==> config.mk <==
export PLATFORM = sky130hd
export DESIGN_NAME = bcd_countdown
export DESIGN_NICKNAME = d
export VERILOG_FILES = /design/src/rtl/bcd_countdown_pkg.sv /design/src/rtl/bcd_countdown_decrementer.sv /design/src/rtl/bcd_countdown.sv
export SDC_FILE = /design/constraint.sdc
export NUM_CORES = 1
export LEC_CHECK = 0
export BUFFER_PORTS_ARGS = -buffer_cell sky130_fd_sc_hd__clkbuf_2
export CORE_UTILIZATION = 30
export DETAILED_ROUTE_END_ITERATION = 12
export PLACE_DENSITY = 0.43
export SYNTH_ARGS = -nofsm -noshare
export SYNTH_HDL_FRONTEND = slang
export SYNTH_HIERARCHICAL = 1
export SYNTH_SLANG_ARGS = --single-unit
==> constraint.sdc <==
create_clock -name clk -period 5.7 [get_ports clk]
set_input_delay 0.285 -clock clk [delete_from_list [all_inputs] [get_ports clk]]
set_output_delay 0.285 -clock clk [all_outputs]
set_load 0.03 [all_outputs]
==> src/rtl/bcd_countdown_pkg.sv <==
// Shared BCD digit types and constants for the countdown timer.
// Also holds the control FSM state encoding.
package bcd_countdown_pkg;

  localparam logic [3:0] BCD_NINE = 4'd9;
  localparam logic [3:0] BCD_ZERO = 4'd0;

  typedef logic [3:0] bcd_digit_t;

  typedef enum logic {
    ST_IDLE,
    ST_RUN
  } state_t;

  function automatic bcd_digit_t bcd_clamp(
    input bcd_digit_t d
  );
    return (d > BCD_NINE) ? BCD_NINE : d;
  endfunction

endpackage

==> src/rtl/bcd_countdown_decrementer.sv <==
// One BCD digit of the borrow-ripple decrement chain.
// Invalid codes are treated as 9 before decrementing.
import bcd_countdown_pkg::*;

module bcd_decrementer (
  input  logic [3:0] bcd_in,
  input  logic       borrow_in,
  output logic [3:0] bcd_out,
  output logic       borrow_out
);

  bcd_digit_t d;

  assign d = bcd_clamp(bcd_in);

  // digit minus borrow, wrapping 0 to 9 with borrow out
  always_comb begin
    bcd_out    = d;
    borrow_out = 1'b0;
    if (borrow_in) begin
      if (d == BCD_ZERO) begin
        bcd_out    = BCD_NINE;
        borrow_out = 1'b1;
      end else begin
        bcd_out = d - 4'd1;
      end
    end
  end

endmodule

==> src/rtl/bcd_countdown.sv <==
// Packed-BCD countdown timer with prescaler, saturating at zero.
// Pulses done for one cycle when a decrement reaches zero.
import bcd_countdown_pkg::*;

module bcd_countdown #(
  parameter int DIGITS     = 4,
  parameter int PRESCALE   = 50_000_000,
  parameter int PRESCALE_W = 26
) (
  input  logic                  clk,
  input  logic                  reset,
  input  logic                  load,
  input  logic [4*DIGITS-1:0]   load_value,
  input  logic                  start,
  input  logic                  stop,
  output logic [4*DIGITS-1:0]   bcd_out,
  output logic                  running,
  output logic                  zero,
  output logic                  done
);

  localparam int W = 4 * DIGITS;
  localparam logic [PRESCALE_W-1:0] PS_LAST =
    PRESCALE_W'(PRESCALE - 1);

  logic [W-1:0]          count;
  logic [W-1:0]          dec;
  logic [W-1:0]          clamped;
  logic [DIGITS:0]       borrow;
  logic [PRESCALE_W-1:0] pre;
  state_t                state;
  state_t                state_n;
  logic                  tick;
  logic                  adv;
  logic                  last;

  assign borrow[0] = 1'b1;

  for (genvar g = 0; g < DIGITS; g++) begin : g_dig
    bcd_decrementer u_dec (
      .bcd_in     (count[4*g +: 4]),
      .borrow_in  (borrow[g]),
      .bcd_out    (dec[4*g +: 4]),
      .borrow_out (borrow[g+1])
    );
    assign clamped[4*g +: 4] =
      bcd_clamp(load_value[4*g +: 4]);
  end

  assign tick    = (state == ST_RUN) && (pre == PS_LAST);
  assign last    = (dec == '0);
  assign zero    = (count == '0);
  assign running = (state == ST_RUN);
  assign bcd_out = count;

  // control state register
  always_ff @(posedge clk or posedge reset) begin
    if (reset) state <= ST_IDLE;
    else       state <= state_n;
  end

  // next state and decrement enable; load beats stop beats start
  always_comb begin
    state_n = state;
    adv     = 1'b0;
    if (load || stop) begin
      state_n = ST_IDLE;
    end else begin
      unique case (state)
        ST_IDLE: begin
          if (start && !zero) state_n = ST_RUN;
        end
        ST_RUN: begin
          // a borrow out of the top digit would mean a wrap
          adv = tick && !borrow[DIGITS];
          if (adv && last) state_n = ST_IDLE;
        end
        default: state_n = ST_IDLE;
      endcase
    end
  end

  // count, prescaler and done pulse
  always_ff @(posedge clk or posedge reset) begin
    if (reset) begin
      count <= '0;
      pre   <= '0;
      done  <= 1'b0;
    end else begin
      done <= 1'b0;
      if (load) begin
        count <= clamped;
        pre   <= '0;
      end else if (!stop && state == ST_RUN) begin
        pre <= tick ? '0 : pre + PRESCALE_W'(1);
        if (adv) count <= dec;
        if (adv && last) done <= 1'b1;
      end
    end
  end

endmodule
Yosys cells after proc, flatten, opt, wreduce, memory -nomap -nowiden. Cells that the tools add are included.

Bits in registers: 44. Input port bits: 21. Output and inout port bits: 19. Logic and storage cells: 75.

Add/sub/neg operators: 5. Order comparisons: 8. Eq/ne operators: 1. Mux-type cells: 37. Bitwise operators: 1. Reduce and logical (&&, ||, !) cells: 19.

Operators with widths (count): 26-bit two-way mux (3); 4-bit two-way mux (15); 16-bit two-way mux (3); 4-bit greater-than comparator (second input constant) (8); 16-bit zero test (2); 26-bit by 1-bit adder with 26-bit output (second input constant) (1); 26-bit == test (second input constant) (1); 4-bit zero test (4); 4-bit by 1-bit subtractor with 4-bit output (second input constant) (4); 1-bit two-way mux (15); 1-bit logical AND (6); 2-bit nonzero test (2); 1-bit zero test (3); 1-bit case mux with 2 select lines (1); 2-bit AND reduction (1); 1-bit logical OR (1); 1-bit NOT (1).

Logic depth before layout (Yosys ltp).
Depth after elaboration: 15. Mapped depth: 12. Gate-level depth less buffers: 12.

Hierarchy. Netlist, hierarchy kept.

Modules (own cells, without submodules): bcd_countdown (times used 1, cells each 253, area each 2413.6 µm²); bcd_decrementer (times used 4, cells each 17, area each 122.6 µm²).

Least setup slack after synthesis. No wires, ideal clock.

Path kind: register to register. From: register count[0] (netlist: bcd_out[0]). To: register count[3] (netlist: bcd_out[3]). Library setup time: 0.123 ns. Arrival time: 3.362 ns. Setup slack: 2.215 ns. Stages on the path, launching flop included: 12. Path buffers: 1. Period minus slack after synthesis: 3.485 ns. Path through: dfrtp_1 -> nor4b_2 -> nor2b_1 -> nor4b_2 -> nor2b_1 -> nor4b_2 -> nor2b_1 -> nor4b_2 -> nor2b_1 -> o31ai_4 -> buf_2 -> o221a_1.

Cells in the longest elaborated chain, start to end: 13. Elaborated cells between the ends (all ways): 18. Those cells by class: 1 x add/sub; 1 x order compare; 11 x mux; 5 x reduce/logical.

RTL lines: from (decl) (line bcd_countdown.sv:26) `logic [W-1:0] count;`; from (signal assigned) (line bcd_countdown.sv:92) `count <= clamped;`; 4-bit greater-than comparator (line bcd_countdown_pkg.sv:18) `return (d > BCD_NINE) ? BCD_NINE : d;`; 4-bit two-way mux * (line bcd_countdown_pkg.sv:18); 4-bit zero test * (line bcd_countdown_decrementer.sv:21) `if (d == BCD_ZERO) begin`; 1-bit two-way mux * (line bcd_countdown_decrementer.sv:21); net borrow[1] (line bcd_countdown.sv:29) `logic [DIGITS:0] borrow;`; 1-bit two-way mux * (line bcd_countdown_decrementer.sv:20) `if (borrow_in) begin`; net borrow[2] (line bcd_countdown.sv:29); 1-bit two-way mux * (line bcd_countdown_decrementer.sv:20); net borrow[3] (line bcd_countdown.sv:29); 1-bit two-way mux * (line bcd_countdown_decrementer.sv:20); net borrow[4] (line bcd_countdown.sv:29); 1-bit zero test * (line bcd_countdown.sv:75) `adv = tick && !borrow[DIGITS];`; 1-bit logical AND * (line bcd_countdown.sv:75); 1-bit two-way mux * (line bcd_countdown.sv:69) `unique case (state)`; 1-bit two-way mux * (line bcd_countdown.sv:66) `if (load || stop) begin`; 2-bit nonzero test (no source line) *; 2-bit AND reduction (no source line) *.

The timed path passes the listed nets; every way through them passes the cells marked *. The select of a mux whose other input is x is not followed. A chain may end at the register's enable or synchronous reset.

Worst setup path in the final report.
From: register count[0] (netlist: bcd_out[0]). To: register count[0] (netlist: bcd_out[0]).

Same word-level chain as after synthesis.

==> impl_table.tex <==
\begin{tabular}{lr}
\hline
Metric & Value \\
\hline
\multicolumn{2}{l}{\textbf{Timing}} \\
Max-slew violation count & 0 \\
Final hold vios & 0 \\
Ratio of final minimum period to clock period & 0.722 \\
Clock period minus worst slack & $\sim$4.1 ns \\
Worst max-slew margin expressed relative to the limit & 0.356 \\
Sum of negative setup slack & 0 ns \\
Highest achievable clock rate & $\sim$240 MHz \\
Setup repair after global routing missed its margin & false \\
Worst clock skew & between 0.01 and 0.015 ns \\
Worst Slack Setup Final & about 1.6 ns \\
Setup violation total in the final timing report & 0 \\
Worst Tran Pin Value & about 0.96 ns \\
\multicolumn{2}{l}{\textbf{Power and ir drop}} \\
Static Leak & 0.00136 µW \\
Power per cell area & $\sim$220 mW/mm² \\
Maximum VDD drop & about 0.11 mV \\
\multicolumn{2}{l}{\textbf{Clock tree}} \\
Clock-pin slew reported for the worst setup and hold paths after clock tree synthesis & around 0.1 ns \\
Clock tree sinks & 44 \\
Clk root buf & sky130\_fd\_sc\_hd\_\_clkbuf\_8 \\
Worst-Skew Late Latency & 0.30 ns \\
Resize count post-CTS & 0 \\
Hold-fix buffers at CTS & 0 \\
Total CTS buffers & 5 \\
H-tree depth & 2 \\
Post-CTS repair timing setup buffer count & 0 \\
Clock tree buffer depth & 2 \\
TritonCTS clock tree & done \\
\multicolumn{2}{l}{\textbf{Synth}} \\
Unique masters post-synth & 46 \\
Count of mapped cells out of synthesis & between 300 and 400 \\
Post-synthesis register bit count & 44 \\
Main combinational cell family by area after synthesis & simple AND/OR/NAND/NOR gates \\
Top flip-flop cell by instance count after synthesis & sky130\_fd\_sc\_hd\_\_dfrtp\_1 \\
Fraction of registers with async set/reset & 1.00 \\
Share of synthesized area spent on multiplexers & 0.0211 \\
Part of the Yosys area used for sequential elements & 0.379 \\
Number of synthesized flops with an enable pin & 0 \\
Post-Synth Adder-Cell Area & 0.00431 \\
Syn. warnings & 6 \\
Post-synthesis compound-gate area fraction & 0.167 \\
Mapped Avg Cell Area & 9.05 µm² \\
Synthesized cell area & a little under 0.003 mm² \\
Xor/xnor cell area share of the yosys netlist & 0.0844 \\
Basic-gate share of the synthesized area counting and, or, nand and nor cells & 0.291 \\
\multicolumn{2}{l}{\textbf{Worst setup path}} \\
Element type at the critical path end & flop \\
CP cell instances & nor4b\_2 > nor2b\_1 > nor4b\_2 > nor2b\_1 > nor4b\_2 > nor2b\_1 > nor4b\_2 > nor2b\_1 > or3\_1 > o221ai\_1 \\
Launch point of the critical path & bcd\_out[0]\$\_DFFE\_PP0P\_ \\
Slowest cell on crit path & sky130\_fd\_sc\_hd\_\_or3\_1 \\
Worst-path maximum fanout & 16 \\
Critical Path Max Stage Delay & 0.62 ns \\
Worst endpoint data arrival time & about 4.3 ns \\
Required time worst endpoint & approximately 6 ns \\
R2R Path Start & bcd\_out[0]\$\_DFFE\_PP0P\_ \\
Classification of the worst setup path & reg2reg \\
Setup crit start kind & flop \\
\multicolumn{2}{l}{\textbf{GRT}} \\
Maximum number of pins on one net before global-route repair & between 40 and 50 \\
Routing usage on met1 & 0.241 \\
Met3 Track Usage GR & 0.0230 \\
Via count of the first global-routing pass & 2,340 \\
Wire length of the first global-routing pass & 12,400 µm \\
Number of antenna violations at the first check in global routing & 0 \\
Gr usage total & 0.160 \\
Routing usage on met2 & 0.238 \\
Peak-usage layer in the global routing report & met1 \\
Final global-route overflow total & 0 \\
\multicolumn{2}{l}{\textbf{Routing}} \\
Drt initial violations & 91 \\
Post-route DRC & 0 \\
Number of vias per cell after detailed routing & roughly 5.0 \\
Vias & around 2,400 \\
Detailed-router iteration count before antenna repair & 5 \\
Average wire length per cell after detail routing & approximately 15 µm \\
Remaining number of nets flagged by the antenna check after routing & 0 \\
Wirelength, routed & 7490 µm \\
\multicolumn{2}{l}{\textbf{Die}} \\
Starting Density & 0.311 \\
Die H & 100 µm \\
Horiz. Die Dim & $\sim$100 µm \\
Full die area & 0.0101 mm² \\
\# IOs & 40 \\
Core outline area & roughly 0.0093 mm² \\
Number of placement rows & 35 \\
\multicolumn{2}{l}{\textbf{Flow run}} \\
Maximum capacitance violations & 0 \\
\multicolumn{2}{l}{\textbf{Placed design}} \\
Worst slack, placed & roughly 1.6 ns \\
Final Wtd Congestion & approximately 0.77 \\
Quantity of I/O buffers inserted on ports & 39 \\
Placed wire-length estimate & approximately 5300 µm \\
\multicolumn{2}{l}{\textbf{Finish}} \\
Share of cells above drive strength 1 & 0.184 \\
Final antenna diode count & 0 \\
\# nets final & between 300 and 400 \\
Growth of design area from synthesis to finish & 14.6\% \\
\multicolumn{2}{l}{\textbf{Worst hold path}} \\
Type of the most critical hold path & in2async \\
\multicolumn{2}{l}{\textbf{Run status}} \\
Status & complete, no violations \\
\hline
\end{tabular}
==> flip-flops by register name, summed over array words and instances (netlist names) <==
signal   count
done         1
running      1
bcd_out     16
pre         26
==> path summary, 6_finish.rpt <==
kind | endpoint | slack, ns | depth (start not counted)
hold reg to reg | pre[23]$_DFFE_PP0P_ | 0.53 | 1
hold / removal | bcd_out[7]$_DFFE_PP0P_ | 0.18 | 2
setup / recovery | bcd_out[0]$_DFFE_PP0P_ | 1.58 | 10
setup reg to reg | bcd_out[0]$_DFFE_PP0P_ | 1.58 | 10
min in group clk | running$_DFF_PP0_ | 0.22 | 2
max in group asynchronous | running$_DFF_PP0_ | 4.91 | 2
==> cells in the mapped netlist, types with 2 or more instances <==
master	number	area, µm²
sky130_fd_sc_hd__nor2b_1	9	56.3
sky130_fd_sc_hd__nand4_1	12	75.1
sky130_fd_sc_hd__nor4b_2	4	60.1
sky130_fd_sc_hd__dfrtp_1	44	1100
sky130_fd_sc_hd__a2bb2oi_1	4	35.0
sky130_fd_sc_hd__o221a_1	6	67.6
sky130_fd_sc_hd__nor3b_1	5	37.5
sky130_fd_sc_hd__or3b_2	2	17.5
sky130_fd_sc_hd__a22o_1	6	52.6
sky130_fd_sc_hd__nand2_1	16	60.1
sky130_fd_sc_hd__and3_1	2	12.5
sky130_fd_sc_hd__buf_6	2	22.5
sky130_fd_sc_hd__nand2b_1	17	106
sky130_fd_sc_hd__inv_1	20	75.1
sky130_fd_sc_hd__o21ai_0	22	110
sky130_fd_sc_hd__and2_1	3	18.8
sky130_fd_sc_hd__nand3_1	11	55.1
sky130_fd_sc_hd__nor3_1	11	55.1
sky130_fd_sc_hd__o221a_2	6	67.6
sky130_fd_sc_hd__nor2_1	29	109
sky130_fd_sc_hd__xnor2_1	12	105
sky130_fd_sc_hd__mux2i_1	5	50.1
sky130_fd_sc_hd__o21a_1	4	30.0
sky130_fd_sc_hd__o221ai_1	4	35.0
sky130_fd_sc_hd__and4_1	4	35.0
sky130_fd_sc_hd__clkbuf_1	7	26.3
sky130_fd_sc_hd__a21oi_1	5	25.0
sky130_fd_sc_hd__nor4_1	13	81.3
sky130_fd_sc_hd__xor2_1	16	140
sky130_fd_sc_hd__clkbuf_2	4	20.0
==> cells by family after synthesis <==
group | Yosys count
and+or+nand+nor | 144
AOI/OAI and AO/OA | 63
DFF | 44
buffers and inverters | 34
xor gates and xnor gates | 28
muxes | 6
adders and majority gates | 1
other | 1
==> power by group <==
part | switching (µW) | internal (µW) | leakage (µW)
Combinational | 71.1 | 44.7 | 0.000718
Sequential | 30.0 | 323 | 0.000577
Clock | 117 | 155 | 0.0000645
==> placed cells by master (no fill, tap or decap), types with 3 or more instances in the layout <==
cell	synthesis	final
sky130_fd_sc_hd__xor2_1	16	16
sky130_fd_sc_hd__a2bb2oi_1	4	4
sky130_fd_sc_hd__o21ai_0	22	22
sky130_fd_sc_hd__o221ai_1	4	4
sky130_fd_sc_hd__clkbuf_8	0	7
sky130_fd_sc_hd__xnor2_1	12	12
sky130_fd_sc_hd__conb_1	1	5
sky130_fd_sc_hd__nor2_1	29	29
sky130_fd_sc_hd__nor4_1	13	13
sky130_fd_sc_hd__and4_1	4	4
sky130_fd_sc_hd__a22o_1	6	6
sky130_fd_sc_hd__nand2_1	16	16
sky130_fd_sc_hd__nor3_1	11	11
sky130_fd_sc_hd__o221a_2	6	6
sky130_fd_sc_hd__nor4b_2	4	4
sky130_fd_sc_hd__nor3b_1	5	5
sky130_fd_sc_hd__inv_1	20	19
sky130_fd_sc_hd__and2_1	3	3
sky130_fd_sc_hd__o21a_1	4	4
sky130_fd_sc_hd__mux2i_1	5	5
sky130_fd_sc_hd__nand4_1	12	12
sky130_fd_sc_hd__dfrtp_1	44	44
sky130_fd_sc_hd__nor2b_1	9	9
sky130_fd_sc_hd__o221a_1	6	6
sky130_fd_sc_hd__clkbuf_2	4	39
sky130_fd_sc_hd__a21oi_1	5	5
sky130_fd_sc_hd__nand2b_1	17	17
sky130_fd_sc_hd__nand3_1	11	11
==> per-stage QoR <==
stage	utilization	hold slack, ns	instances	total power (µW)	area [µm²]
after floorplan	-	0.358	325	436	2920
after global routing	0.357	0.208	487	784	3330
after detailed placement	0.343	0.510	479	477	3200
after global placement	0.343	0.522	479	476	3200
after CTS	0.357	0.218	487	754	3330
final	0.357	0.183	487	741	3330
==> final cells by class <==
type | count | area (µm²)
clock buffer | 7 | 96.3
clock inverter | 1 | 30.0
tap | 129 | 161
multi-input combinational | 247 | 1670
timing repair buffer | 39 | 195
fill | 970 | 6000
inverter | 20 | 75.1
sequential | 44 | 1100
==> per-layer routing <==
metal	wire length [µm]	vias to the layer above
met4	67	0
met3	273	6
met2	3190	42
met1	3960	1155
met5	0	-
li1	-	1238
==> worst max-delay path: cells and delay by family, from the launching register on <==
family / cells / cell delay, ns
and+or+nand+nor: 9 / 3.25
DFF: 1 / 0.47
AOI/OAI and AO/OA: 1 / 0.23
(Power assumes the default switching activity.)
